$ cat config.mk
export PLATFORM = sky130hd
export DESIGN_NAME = hamming_decoder_secded
export DESIGN_NICKNAME = d
export VERILOG_FILES = /design/src/rtl/hamming_decoder_secded.sv
export SDC_FILE = /design/constraint.sdc
export NUM_CORES = 1
export LEC_CHECK = 0
export ABC_AREA = 1
export ABC_CLOCK_PERIOD_IN_PS = 5200
export BUFFER_PORTS_ARGS = -buffer_cell sky130_fd_sc_hd__buf_2
export CORE_AREA = 2 2 97 99
export DETAILED_ROUTE_END_ITERATION = 6
export DIE_AREA = 0 0 99 101
export GPL_TIMING_DRIVEN = 0
export PLACE_DENSITY = 0.66
export SYNTH_ARGS = -nofsm -noshare
export SYNTH_HDL_FRONTEND = slang
export SYNTH_SLANG_ARGS = --single-unit
$ cat constraint.sdc
create_clock -name clk -period 5.2 [get_ports clk]
set_clock_uncertainty 0.15 [all_clocks]
set_input_delay 0.78 -clock clk [delete_from_list [all_inputs] [get_ports clk]]
set_output_delay 0.78 -clock clk [all_outputs]
set_load 0.05 [all_outputs]
$ cat src/rtl/hamming_decoder_secded.sv
// hamming_decoder_secded
//   Two-stage pipelined SECDED decoder for 16-bit Hamming codewords
//   (11 data bits, parity bits at positions 1/2/4/8, overall even parity
//   at bit 0). It returns the data word with any single-bit error
//   corrected and flags words that carry a double-bit error. Two
//   saturating counters record corrected and uncorrectable words.
//
// Parameters:
//   OVERALL_EN  1 = bit 0 is the overall parity bit (SECDED);
//               0 = bit 0 is ignored (SEC only, err_double stays 0)
//   CNT_W       width of each saturating error counter
//
// Ports:
//   clk, rst_n             clock, asynchronous active-low reset
//   cw_in, in_valid        input codeword and its valid
//   in_ready               decoder accepts cw_in this cycle
//   data_out               decoded data {d10..d0}
//   err_single, err_double error classification of the output word
//   err_pos                corrected bit position (0 = none or bit 0)
//   out_valid, out_ready   output handshake
//   cnt_clr                synchronous clear of both counters
//   corr_cnt, uncorr_cnt   corrected / double-error word counts
//
// Handshake: a word moves across an interface on every rising edge where
// valid && ready are both high. The output stage (S2) advances when it is
// empty or its word is taken (!s2Valid || out_ready); the input stage (S1)
// advances when it is empty or S2 advances, and in_ready is exactly that
// condition, so out_ready reaches in_ready combinationally. A stalled
// output holds every output stable. The pipeline holds at most two words.
module hamming_decoder_secded #(
    parameter int OVERALL_EN = 1,
    parameter int CNT_W      = 16
) (
    input  logic             clk,
    input  logic             rst_n,
    input  logic [15:0]      cw_in,
    input  logic             in_valid,
    output logic             in_ready,
    output logic [10:0]      data_out,
    output logic             err_single,
    output logic             err_double,
    output logic [3:0]       err_pos,
    output logic             out_valid,
    input  logic             out_ready,
    input  logic             cnt_clr,
    output logic [CNT_W-1:0] corr_cnt,
    output logic [CNT_W-1:0] uncorr_cnt
);

    localparam logic [CNT_W-1:0] CNT_MAX = '1;

    // XOR of the indices of all set bits in positions 15..1. For a valid
    // codeword this is zero; for a single flipped bit it is that bit's index.
    function automatic logic [3:0] calcSyndrome(input logic [15:0] cw);
        logic [3:0] syn;
        syn = 4'd0;
        for (int i = 1; i < 16; i++) begin
            if (cw[i]) begin
                syn = syn ^ i[3:0];
            end
        end
        return syn;
    endfunction

    function automatic logic [10:0] extractData(input logic [15:0] cw);
        return {cw[15:9], cw[7:5], cw[3]};
    endfunction

    // Stage 1 registers
    logic        s1Valid;
    logic [15:0] s1Cw;
    logic [3:0]  s1Syn;
    logic        s1Pchk;

    // Stage 2 valid; the stage 2 payload registers are the outputs
    logic        s2Valid;

    logic        s2Adv;
    logic        xfer;

    // Next stage 2 payload, classified from the stage 1 registers
    logic [15:0] corrCw;
    logic [10:0] nextData;
    logic        nextSingle;
    logic        nextDouble;
    logic [3:0]  nextPos;

    assign s2Adv     = !s2Valid || out_ready;
    assign in_ready  = !s1Valid || s2Adv;
    assign out_valid = s2Valid;
    assign xfer      = s2Valid && out_ready;

    always_comb begin
        corrCw     = s1Cw;
        nextSingle = 1'b0;
        nextDouble = 1'b0;
        nextPos    = 4'd0;
        if (OVERALL_EN != 0) begin
            if (s1Pchk) begin
                // Odd overall parity: exactly one bit flipped. A zero
                // syndrome points at bit 0, which carries no data.
                nextSingle = 1'b1;
                nextPos    = s1Syn;
                corrCw     = s1Cw ^ (16'd1 << s1Syn);
            end else if (s1Syn != 4'd0) begin
                // Even parity but nonzero syndrome: two bits flipped,
                // data is passed through uncorrected.
                nextDouble = 1'b1;
            end
        end else if (s1Syn != 4'd0) begin
            nextSingle = 1'b1;
            nextPos    = s1Syn;
            corrCw     = s1Cw ^ (16'd1 << s1Syn);
        end
        nextData = extractData(corrCw);
    end

    // Pipeline registers
    always_ff @(posedge clk or negedge rst_n) begin
        if (!rst_n) begin
            s1Valid    <= 1'b0;
            s1Cw       <= 16'd0;
            s1Syn      <= 4'd0;
            s1Pchk     <= 1'b0;
            s2Valid    <= 1'b0;
            data_out   <= 11'd0;
            err_single <= 1'b0;
            err_double <= 1'b0;
            err_pos    <= 4'd0;
        end else begin
            if (in_ready) begin
                s1Valid <= in_valid;
                if (in_valid) begin
                    s1Cw   <= cw_in;
                    s1Syn  <= calcSyndrome(cw_in);
                    s1Pchk <= ^cw_in;
                end
            end
            if (s2Adv) begin
                s2Valid <= s1Valid;
                // Payload only loads with a real word so flags stay put
                // while the output stage sits empty.
                if (s1Valid) begin
                    data_out   <= nextData;
                    err_single <= nextSingle;
                    err_double <= nextDouble;
                    err_pos    <= nextPos;
                end
            end
        end
    end

    // Saturating error counters; a clear in the same cycle as an event wins.
    always_ff @(posedge clk or negedge rst_n) begin
        if (!rst_n) begin
            corr_cnt   <= '0;
            uncorr_cnt <= '0;
        end else if (cnt_clr) begin
            corr_cnt   <= '0;
            uncorr_cnt <= '0;
        end else if (xfer) begin
            if (err_single && (corr_cnt != CNT_MAX)) begin
                corr_cnt <= corr_cnt + 1'b1;
            end
            if (err_double && (uncorr_cnt != CNT_MAX)) begin
                uncorr_cnt <= uncorr_cnt + 1'b1;
            end
        end
    end

endmodule

Word-level counts from Yosys, hierarchy flattened
Index checks and enable logic that the tools add are counted.
{"block": "totals", "ff_bits": 72, "in_bits": 21, "wordCells": 101}
{"block": "classes", "bitwise": 15, "n_shift": 1, "add_sub_neg": 2, "muxes": 54, "reduce_logical": 16, "eq_ne": 2}
{"operator": "2-to-1 mux 4 bit", "count": 37}
{"operator": "2-to-1 mux 16 bit", "count": 7}
{"operator": "adder 16 x 1 -> 16 bit (second input constant)", "count": 2}
{"operator": "inequality test 16 bit (second input constant)", "count": 2}
{"operator": "XOR reduction 16 bit", "count": 1}
{"operator": "<< shifter 1 x 4 -> 16 bit (first input constant)", "count": 1}
{"operator": "XOR 16 bit", "count": 1}
{"operator": "2-to-1 mux 3 bit", "count": 4}
{"operator": "NOT 2 bit", "count": 6}
{"operator": "NOT 3 bit", "count": 4}
{"operator": "AND reduction 2 bit", "count": 4}
{"operator": "nonzero test 2 bit", "count": 3}
{"operator": "2-to-1 mux 1 bit", "count": 4}
{"operator": "2-to-1 mux 2 bit", "count": 2}
{"operator": "NOT 4 bit", "count": 1}
{"operator": "nonzero test 4 bit", "count": 1}
{"operator": "logical AND 1 bit", "count": 3}
{"operator": "NOT 1 bit", "count": 3}
{"operator": "zero test 1 bit", "count": 2}
{"operator": "logical OR 1 bit", "count": 2}

Depth between registers and ports, before layout
Gate-level depths: netlist of the first run.
{"block": "logic_depth", "ltp_word": 58, "ltp_mapped": 11, "ltp_nobuf": 11}

Least setup slack after synthesis of the first run
OpenSTA, ideal clock, no wires.
{"block": "synth_path", "kind": "input-to-reg", "start": "input port out_ready", "end": "register s1Cw[15]", "slack_ps": 2828, "setup_ps": 132, "arrival_time_ps": 2090, "n_path_buf": 2, "path_stages": 6, "cell_sequence": "inv_1 > nand3_1 > nand2_1 > clkbuf_1 > clkbuf_1 > o21ai_0"}
{"block": "synth_between", "elab_chain_len": 3}
{"element": "start: declaration", "line": "44", "source": "input logic out_ready,"}
{"element": "logical OR 1 bit", "line": "88", "source": "assign s2Adv = !s2Valid || out_ready;"}
{"element": "logical OR 1 bit", "line": "89", "source": "assign in_ready = !s1Valid || s2Adv;"}
{"element": "named net in_ready", "line": "38", "source": "output logic in_ready,"}
{"element": "AND reduction 2 bit (no line)"}
{"element": "end signal: assignment", "line": "134", "source": "s1Cw <= cw_in;"}
{"element": "end: declaration", "line": "71", "source": "logic [15:0] s1Cw;"}
The timed path passes the listed nets, and every way through them passes these cells.
A chain may end at the register's enable or synchronous reset.

Worst setup path after layout of the first run
{"block": "layout_path", "start": "input port out_ready", "end": "output port in_ready"}
{"block": "layout_between", "elab_chain_len": 2}
{"element": "logical OR 1 bit", "line": "88"}
{"element": "logical OR 1 bit", "line": "89"}
{"element": "end: declaration", "line": "38"}
No other way between the ends.

==> results_tabular.tex, run 1 <==
\begin{tabular}{lr}
\hline
Metric & Value \\
\hline
\multicolumn{2}{l}{\textbf{STA}} \\
\quad Setup TNS & 0 ps \\
\quad Shortest clock period the worst path allows after layout & 2260 ps \\
\quad Worst relative slew slack & 0.439 \\
\quad RSZ-0062 raised after global routing & false \\
\quad Final Hold Vio Count & 0 \\
\quad Number of endpoints failing setup at the final stage & 0 \\
\quad Worst hold slack & 334 ps \\
\quad Fin. max-slew vios & 0 \\
\quad Maximum clock frequency & 442 MHz \\
\quad Final worst setup slack & 2940 ps \\
\quad Crit share post-route & 0.435 \\
\quad Slew at the pin closest to its max-slew limit & 842 ps \\
\multicolumn{2}{l}{\textbf{Floorplan}} \\
\quad Height of the die & 101 µm \\
\quad Total core area & 0.00898 mm² \\
\quad \# IOs & 72 \\
\quad Full die area & 0.0100 mm² \\
\quad Initial core utilization & 0.441 \\
\quad Die width & 99 µm \\
\quad Number of cell rows & 35 \\
\multicolumn{2}{l}{\textbf{Logic synthesis}} \\
\quad Mapped Nets & 578 \\
\quad Share of the synthesized area in the top cell type & 0.423 \\
\quad Seq cells post-synth & 67 \\
\quad Distinct cells, synth & 29 \\
\quad Netlist Area Pre-Place & 0.00396 mm² \\
\quad Average size of a mapped cell & 7.14 µm² \\
\quad Count of warnings emitted by yosys & 0 \\
\quad Cell count after synthesis & 555 \\
\quad Area contributors post-synth & sky130\_fd\_sc\_hd\_\_dfrtp\_1 42\%, sky130\_fd\_sc\_hd\_\_nand2\_1 21\%, sky130\_fd\_sc\_hd\_\_nand3\_1 5.2\% \\
\quad Register area share after synthesis & 0.423 \\
\quad Library cell with the largest summed area after synthesis & sky130\_fd\_sc\_hd\_\_dfrtp\_1 \\
\multicolumn{2}{l}{\textbf{Global routing}} \\
\quad Wire length of the first global-routing pass & 16700 µm \\
\quad Number of global-route vias before repair & 3661 \\
\quad Aggregate global routing overflow & 0 \\
\quad Total track usage & 0.206 \\
\quad Initial antenna violation count & 0 \\
\quad Largest net degree at the start of global routing & 68 \\
\multicolumn{2}{l}{\textbf{Route}} \\
\quad Number of vias per cell & 5.05 \\
\quad Routed wire length & 9990 µm \\
\quad Post-route ant nets & 0 \\
\quad Number of design-rule violations left by the first detailed-router iteration & 164 \\
\quad Count of TritonRoute iterations in the first routing pass & 5 \\
\quad Remaining design rule violation count & 0 \\
\quad Routed WL per cell & 13.3 µm \\
\quad Via count & 3803 \\
\multicolumn{2}{l}{\textbf{Placed design}} \\
\quad Global placement routability congestion & 0.870 \\
\quad Detailed placer's ending HPWL & 7490 µm \\
\quad Placement-stage worst setup slack & 2830 ps \\
\quad IO buf count & 71 \\
\multicolumn{2}{l}{\textbf{Layout}} \\
\quad Number of filler instances in the final layout & 898 \\
\quad Sequential Area & 0.00168 mm² \\
\quad Area taken by multi-input logic gates & 0.00204 mm² \\
\quad N\_diodes & 0 \\
\quad Fraction of layout instances using a drive strength above 1 & 0.159 \\
\quad Area added between synthesis and finish & 17.1\% \\
\quad Final layout net count & 660 \\
\multicolumn{2}{l}{\textbf{Clock network}} \\
\quad Number of buffers created by CTS & 9 \\
\quad Clock-pin slew on the worst setup and hold paths & 70 ps \\
\quad Clock root buffer & sky130\_fd\_sc\_hd\_\_clkbuf\_8 \\
\quad Clock tree from TritonCTS & built \\
\quad Hold buffers post-CTS & 0 \\
\quad Clock insertion delay at the later pin of the skew report & 340 ps \\
\quad Clock tree sinks & 67 \\
\quad Depth of the CTS H-tree & 3 \\
\quad Longest Clk Path Bufs & 2 \\
\quad Setup bufs post-CTS & 0 \\
\quad Cts repair resizes & 0 \\
\multicolumn{2}{l}{\textbf{Outcome}} \\
\quad Outcome & complete, no violations \\
\multicolumn{2}{l}{\textbf{Hold path}} \\
\quad Path type of the worst min-delay path & flip-flop to flip-flop \\
\quad Number of stages on the worst hold path & 2 \\
\multicolumn{2}{l}{\textbf{Setup path}} \\
\quad Cell depth of the worst flop-to-flop path & 9 \\
\quad Required time at the worst-slack endpoint & 4270 ps \\
\quad Setup crit start kind & input port \\
\quad Classification of the worst setup path & input port to output port \\
\quad Endpoint class of the critical path & output port \\
\quad Largest fanout on the critical path & 3 \\
\quad WP data arrival & 1330 ps \\
\multicolumn{2}{l}{\textbf{Power and ir drop}} \\
\quad Reported leakage power & 2.49 nW \\
\quad Net switching power figure & 618 µW \\
\quad Fraction of power spent switching nets & 0.406 \\
\quad Internal & 904 µW \\
\quad Sequential cell fraction of total power & 0.426 \\
\quad Relative contribution of combinational cells to total power & 0.311 \\
\quad Power per unit of standard cell area & 328 mW/mm² \\
\quad Clock network fraction of total power & 0.263 \\
\quad Max VDD drop & 208 µV \\
\multicolumn{2}{l}{\textbf{Run}} \\
\quad Max capacitance violation total & 0 \\
\hline
\end{tabular}
[cell usage in the layout (no fill, tap or decap), types with 4 or more instances in the layout]
master,instances
sky130_fd_sc_hd__xnor2_1,13
sky130_fd_sc_hd__dfrtp_1,67
sky130_fd_sc_hd__nand2_1,224
sky130_fd_sc_hd__nor3_1,10
sky130_fd_sc_hd__nor2_1,37
sky130_fd_sc_hd__nand4_1,21
sky130_fd_sc_hd__nand2_2,4
sky130_fd_sc_hd__clkbuf_8,11
sky130_fd_sc_hd__buf_2,71
sky130_fd_sc_hd__inv_1,46
sky130_fd_sc_hd__clkbuf_1,11
sky130_fd_sc_hd__o21ai_0,35
sky130_fd_sc_hd__nand3_1,41
sky130_fd_sc_hd__xor2_1,23
[power groups by stage]
stage | Sequential, mW | Clock, mW | Combinational, mW
detailed placement | 0.659 | 0 | 0.478
global placement | 0.657 | 0 | 0.470
CTS | 0.650 | 0.412 | 0.479
finish | 0.649 | 0.400 | 0.474
global route | 0.658 | 0.432 | 0.520
floorplan | 0.821 | 0 | 0.172
[critical path: stages]
cell,delay (ps)
sky130_fd_sc_hd__buf_2,100
sky130_fd_sc_hd__inv_1,50
sky130_fd_sc_hd__nand3_1,120
sky130_fd_sc_hd__buf_2,290
[sequential cells by signal, indices dropped and copies added (netlist names), 4 cells and up]
name	cells
corr_cnt	16
err_pos	4
s1Syn	4
uncorr_cnt	16
data_out	11
s1Cw	11
[layout make-up]
type                       count  area share
clock buffer                  12      0.0335
multi-input combinational    427       0.441
tap                          111      0.0299
inverter                      48      0.0388
clock inverter                 4     0.00540
timing repair buffer          71      0.0772
buffer                        13      0.0132
sequential                    67       0.361
[final timing paths]
| path | endpoint | slack, ps | start |
|---|---|---|---|
| max | in_ready | 2940 | out_ready |
| min | data_out[8]$_DFFE_PN0P_ | 330 | data_out[8]$_DFFE_PN0P_ |
| max reg2reg | uncorr_cnt[6]$_DFFE_PN0P_ | 3080 | uncorr_cnt[0]$_DFFE_PN0P_ |
| min reg2reg | data_out[8]$_DFFE_PN0P_ | 330 | data_out[8]$_DFFE_PN0P_ |
| max in group asynchronous | s1Cw[7]$_DFFE_PN0P_ | 3950 | rst_n |
| min in group asynchronous | uncorr_cnt[12]$_DFFE_PN0P_ | 380 | rst_n |
[per-stage QoR]
stage / area [µm²] / cells / util / total power, mW
2_1_floorplan: 3960 / 555 / - / 0.993
3_3_place_gp: 4460 / 737 / 0.496 / 1.13
3_5_place_dp: 4460 / 737 / 0.497 / 1.14
4_1_cts: 4640 / 753 / 0.517 / 1.54
5_1_grt: 4640 / 753 / 0.517 / 1.61
6_report: 4640 / 753 / 0.517 / 1.52
[routing by layer]
metal	wire length (µm)	vias to the layer above	share of wire	track usage
met5	0	-	0	0
met4	123	0	0.012	0.0622
met3	403	10	0.040	0.0361
met2	5090	70	0.51	0.369
met1	4370	1785	0.44	0.254
li1	-	1938	-	-
[Yosys cell counts (all sizes together)]
master,count
xnor2,13
buf,3
nor2,41
ha,2
nand3b,1
xor2,23
a31oi,1
inv,47
clkinv,1
o21ai,36
clkbuf,10
nor4,1
nand4,21
a21oi,2
dfrtp,67
nor3,12
or2,2
nand2,228
o22ai,1
nand3,41
o21bai,2
[logic make-up (layout without fill, tap and decap cells)]
kind of cell,after synthesis,after routing,synth area share
XOR/XNOR,36,36,0.0796
flip-flops,67,67,0.423
adder cells (fa/ha/maj),2,2,0.00632
buffers and inverters,61,148,0.0610
AND/OR/NAND/NOR,347,347,0.375
AO/OA/AOI/OAI,42,42,0.0550
Power figures use the tool's default switching activity.
==> run 2, diff against run 1 <==
--- a/config.mk
+++ b/config.mk
@@ -6,7 +6,7 @@
 export NUM_CORES = 1
 export LEC_CHECK = 0
 export ABC_AREA = 1
-export ABC_CLOCK_PERIOD_IN_PS = 5200
+export ABC_CLOCK_PERIOD_IN_PS = 2100
 export BUFFER_PORTS_ARGS = -buffer_cell sky130_fd_sc_hd__buf_2
 export CORE_AREA = 2 2 97 99
 export DETAILED_ROUTE_END_ITERATION = 6
==> constraint.sdc (replaced) <==
create_clock -name clk -period 2.1 [get_ports clk]
set_clock_uncertainty 0.15 [all_clocks]
set_input_delay 0.315 -clock clk [delete_from_list [all_inputs] [get_ports clk]]
set_output_delay 0.315 -clock clk [all_outputs]
set_load 0.05 [all_outputs]
==> run 2 against run 1 <==
Hold slack worse by 220 ps. Core utilization up 0.98 points. Critical path depth up 5. Sequential share of layout area down 0.56 points. Wire length down 1.1%. Die area unchanged. Clock-buffer cell count down 3. Register-to-register slack worse by 2900 ps. Design area up 1.9%. Via count down 0.39%. Worst setup slack worse by 2800 ps. Highest routed layer unchanged.
==> results_tabular.tex, run 2 (same netlist as run 1, synthesis figures left out) <==
\begin{tabular}{lr}
\hline
Metric & Value \\
\hline
\multicolumn{2}{l}{\textbf{Outcome}} \\
\quad Outcome & complete, no violations \\
\multicolumn{2}{l}{\textbf{STA}} \\
\quad RSZ-0062 raised after global routing & false \\
\quad Crit share post-route & 0.919 \\
\quad Worst relative slew slack & 0.431 \\
\quad Final Hold Vio Count & 0 \\
\quad Maximum clock frequency & 518 MHz \\
\quad Number of endpoints failing setup at the final stage & 0 \\
\quad Slew at the pin closest to its max-slew limit & 854 ps \\
\quad Fin. max-slew vios & 0 \\
\quad Final worst setup slack & 170 ps \\
\quad Setup TNS & 0 ps \\
\quad Shortest clock period the worst path allows after layout & 1930 ps \\
\multicolumn{2}{l}{\textbf{Clock network}} \\
\quad Clock tree sinks & 67 \\
\quad Depth of the CTS H-tree & 3 \\
\quad Clock root buffer & sky130\_fd\_sc\_hd\_\_clkbuf\_8 \\
\quad Clock tree from TritonCTS & built \\
\quad Clock insertion delay at the later pin of the skew report & 350 ps \\
\quad Clock-pin slew on the worst setup and hold paths & 70 ps \\
\quad Setup bufs post-CTS & 0 \\
\quad Longest Clk Path Bufs & 2 \\
\quad Number of buffers created by CTS & 9 \\
\multicolumn{2}{l}{\textbf{Layout}} \\
\quad Number of cells in the finished layout apart from fillers & 754 \\
\quad Top flop regs & corr\_cnt: 16 flops, uncorr\_cnt: 16 flops \\
\quad Fraction of layout instances using a drive strength above 1 & 0.170 \\
\quad Number of filler instances in the final layout & 897 \\
\quad Final design instance area without fill & 0.00473 mm² \\
\quad Final layout net count & 661 \\
\quad Area added between synthesis and finish & 19.3\% \\
\quad Most common cell after layout, fill and taps aside & sky130\_fd\_sc\_hd\_\_nand2\_1 \\
\quad Commonest cells after routing, fill and taps aside & 224 x sky130\_fd\_sc\_hd\_\_nand2\_1, 71 x sky130\_fd\_sc\_hd\_\_buf\_2, 63 x sky130\_fd\_sc\_hd\_\_dfrtp\_1, 46 x sky130\_fd\_sc\_hd\_\_inv\_1, 40 x sky130\_fd\_sc\_hd\_\_nand3\_1 \\
\quad N\_diodes & 0 \\
\quad Final cell utilization of the core & 0.526 \\
\multicolumn{2}{l}{\textbf{Route}} \\
\quad Number of design-rule violations left by the first detailed-router iteration & 127 \\
\quad Via count & 3788 \\
\quad Number of vias per cell & 5.02 \\
\quad Routed WL per cell & 13.1 µm \\
\quad Top routing layer in use & met4 \\
\quad Routed wire length & 9880 µm \\
\quad Met3 Wirelength & 363 µm \\
\quad Remaining design rule violation count & 0 \\
\quad Sum of met2 wire segment lengths after detailed routing & 5060 µm \\
\quad M1 wire length & 4290 µm \\
\quad Count of TritonRoute iterations in the first routing pass & 4 \\
\quad Post-route ant nets & 0 \\
\multicolumn{2}{l}{\textbf{Setup path}} \\
\quad Largest fanout on the critical path & 10 \\
\quad Classification of the worst setup path & flip-flop to flip-flop \\
\quad Required time at the worst-slack endpoint & 2160 ps \\
\quad WP data arrival & 1990 ps \\
\quad Endpoint class of the critical path & flip-flop \\
\quad Setup crit start kind & flip-flop \\
\multicolumn{2}{l}{\textbf{Floorplan}} \\
\quad Height of the die & 101 µm \\
\quad Number of cell rows & 35 \\
\quad Full die area & 0.0100 mm² \\
\quad Total core area & 0.00898 mm² \\
\quad \# IOs & 72 \\
\quad Die width & 99 µm \\
\quad Initial core utilization & 0.441 \\
\multicolumn{2}{l}{\textbf{Placed design}} \\
\quad Placed standard-cell area & 0.00447 mm² \\
\quad Placement-stage worst setup slack & 73.3 ps \\
\quad Detailed placer's ending HPWL & 7400 µm \\
\quad Global placement routability congestion & 0.907 \\
\quad Placed Instances & 737 \\
\quad IO buf count & 71 \\
\multicolumn{2}{l}{\textbf{Global routing}} \\
\quad Total track usage & 0.211 \\
\quad Initial antenna violation count & 0 \\
\quad Aggregate global routing overflow & 0 \\
\quad Wire length of the first global-routing pass & 17000 µm \\
\quad Largest net degree at the start of global routing & 68 \\
\quad Number of global-route vias before repair & 3658 \\
\multicolumn{2}{l}{\textbf{Power and ir drop}} \\
\quad Max VDD drop & 659 µV \\
\quad Power per unit of standard cell area & 865 mW/mm² \\
\quad Reported leakage power & 2.52 nW \\
\multicolumn{2}{l}{\textbf{Hold path}} \\
\quad Path type of the worst min-delay path & input port to flip-flop \\
\multicolumn{2}{l}{\textbf{Run}} \\
\quad Max capacitance violation total & 0 \\
\hline
\end{tabular}
run 2: metal layers:
metal	vias to the layer above	track usage
li1	1941	-
met4	0	0.0664
met1	1763	0.269
met3	15	0.0451
met2	69	0.360
met5	-	0
run 2: stage by stage:
stage	power (mW)	hold slack (ps)
after CTS	4.13	94.5
after floorplan	2.46	-131
after global routing	4.29	116
final	4.09	111
after global placement	2.80	317
after detailed placement	2.82	322
run 2: timing repair:
| item | 4_1_cts | 5_1_grt |
|---|---|---|
| endpoints found under the hold margin | 67 | 0 |
| resized for setup | 0 | 3 |
| endpoints found under the setup margin | 0 | 32 |
| hold buffers | 1 | 0 |
run 2: final timing paths:
check | from | to | slack (ps) | cells after the start
min in group asynchronous | rst_n | uncorr_cnt[10]$_DFFE_PN0P_ | 430 | 2
max in group asynchronous | rst_n | out_valid$_DFFE_PN0P_ | 730 | 2
hold / removal | cw_in[12] | s1Cw[12]$_DFFE_PN0P_ | 110 | 3
hold reg to reg | data_out[6]$_DFFE_PN0P_ | data_out[6]$_DFFE_PN0P_ | 340 | 2
setup reg to reg | uncorr_cnt[0]$_DFFE_PN0P_ | uncorr_cnt[6]$_DFFE_PN0P_ | 170 | 9
setup / recovery | uncorr_cnt[0]$_DFFE_PN0P_ | uncorr_cnt[6]$_DFFE_PN0P_ | 170 | 9
run 2: worst max-delay path, cell delays in order, from the launching register on:
cell                      delay (ps)
sky130_fd_sc_hd__dfrtp_2         430
sky130_fd_sc_hd__ha_2            260
sky130_fd_sc_hd__nand2_2          90
sky130_fd_sc_hd__nor3_4          210
sky130_fd_sc_hd__nand2_2         100
sky130_fd_sc_hd__nor2_4          110
sky130_fd_sc_hd__nor2_2           80
sky130_fd_sc_hd__buf_2           190
sky130_fd_sc_hd__nand3_1          80
sky130_fd_sc_hd__o21ai_0          90
run 2: layout make-up:
class                      instances  area [µm²]  share of cell area
multi-input combinational        427        2060               0.435
sequential                        67        1680               0.356
timing repair buffer              72         368              0.0778
inverter                          48         180              0.0381
tap                              111         139              0.0294
clock buffer                       9         124              0.0262
clock inverter                     7         116              0.0246
buffer                            13        61.3              0.0130
run 2: where the power goes:
group	leakage (nW)	switching [mW]	internal, mW	total [mW]
registers	0.872	0.145	1.47	1.61
clock network	0.119	0.516	0.786	1.30
logic	1.52	0.888	0.284	1.17
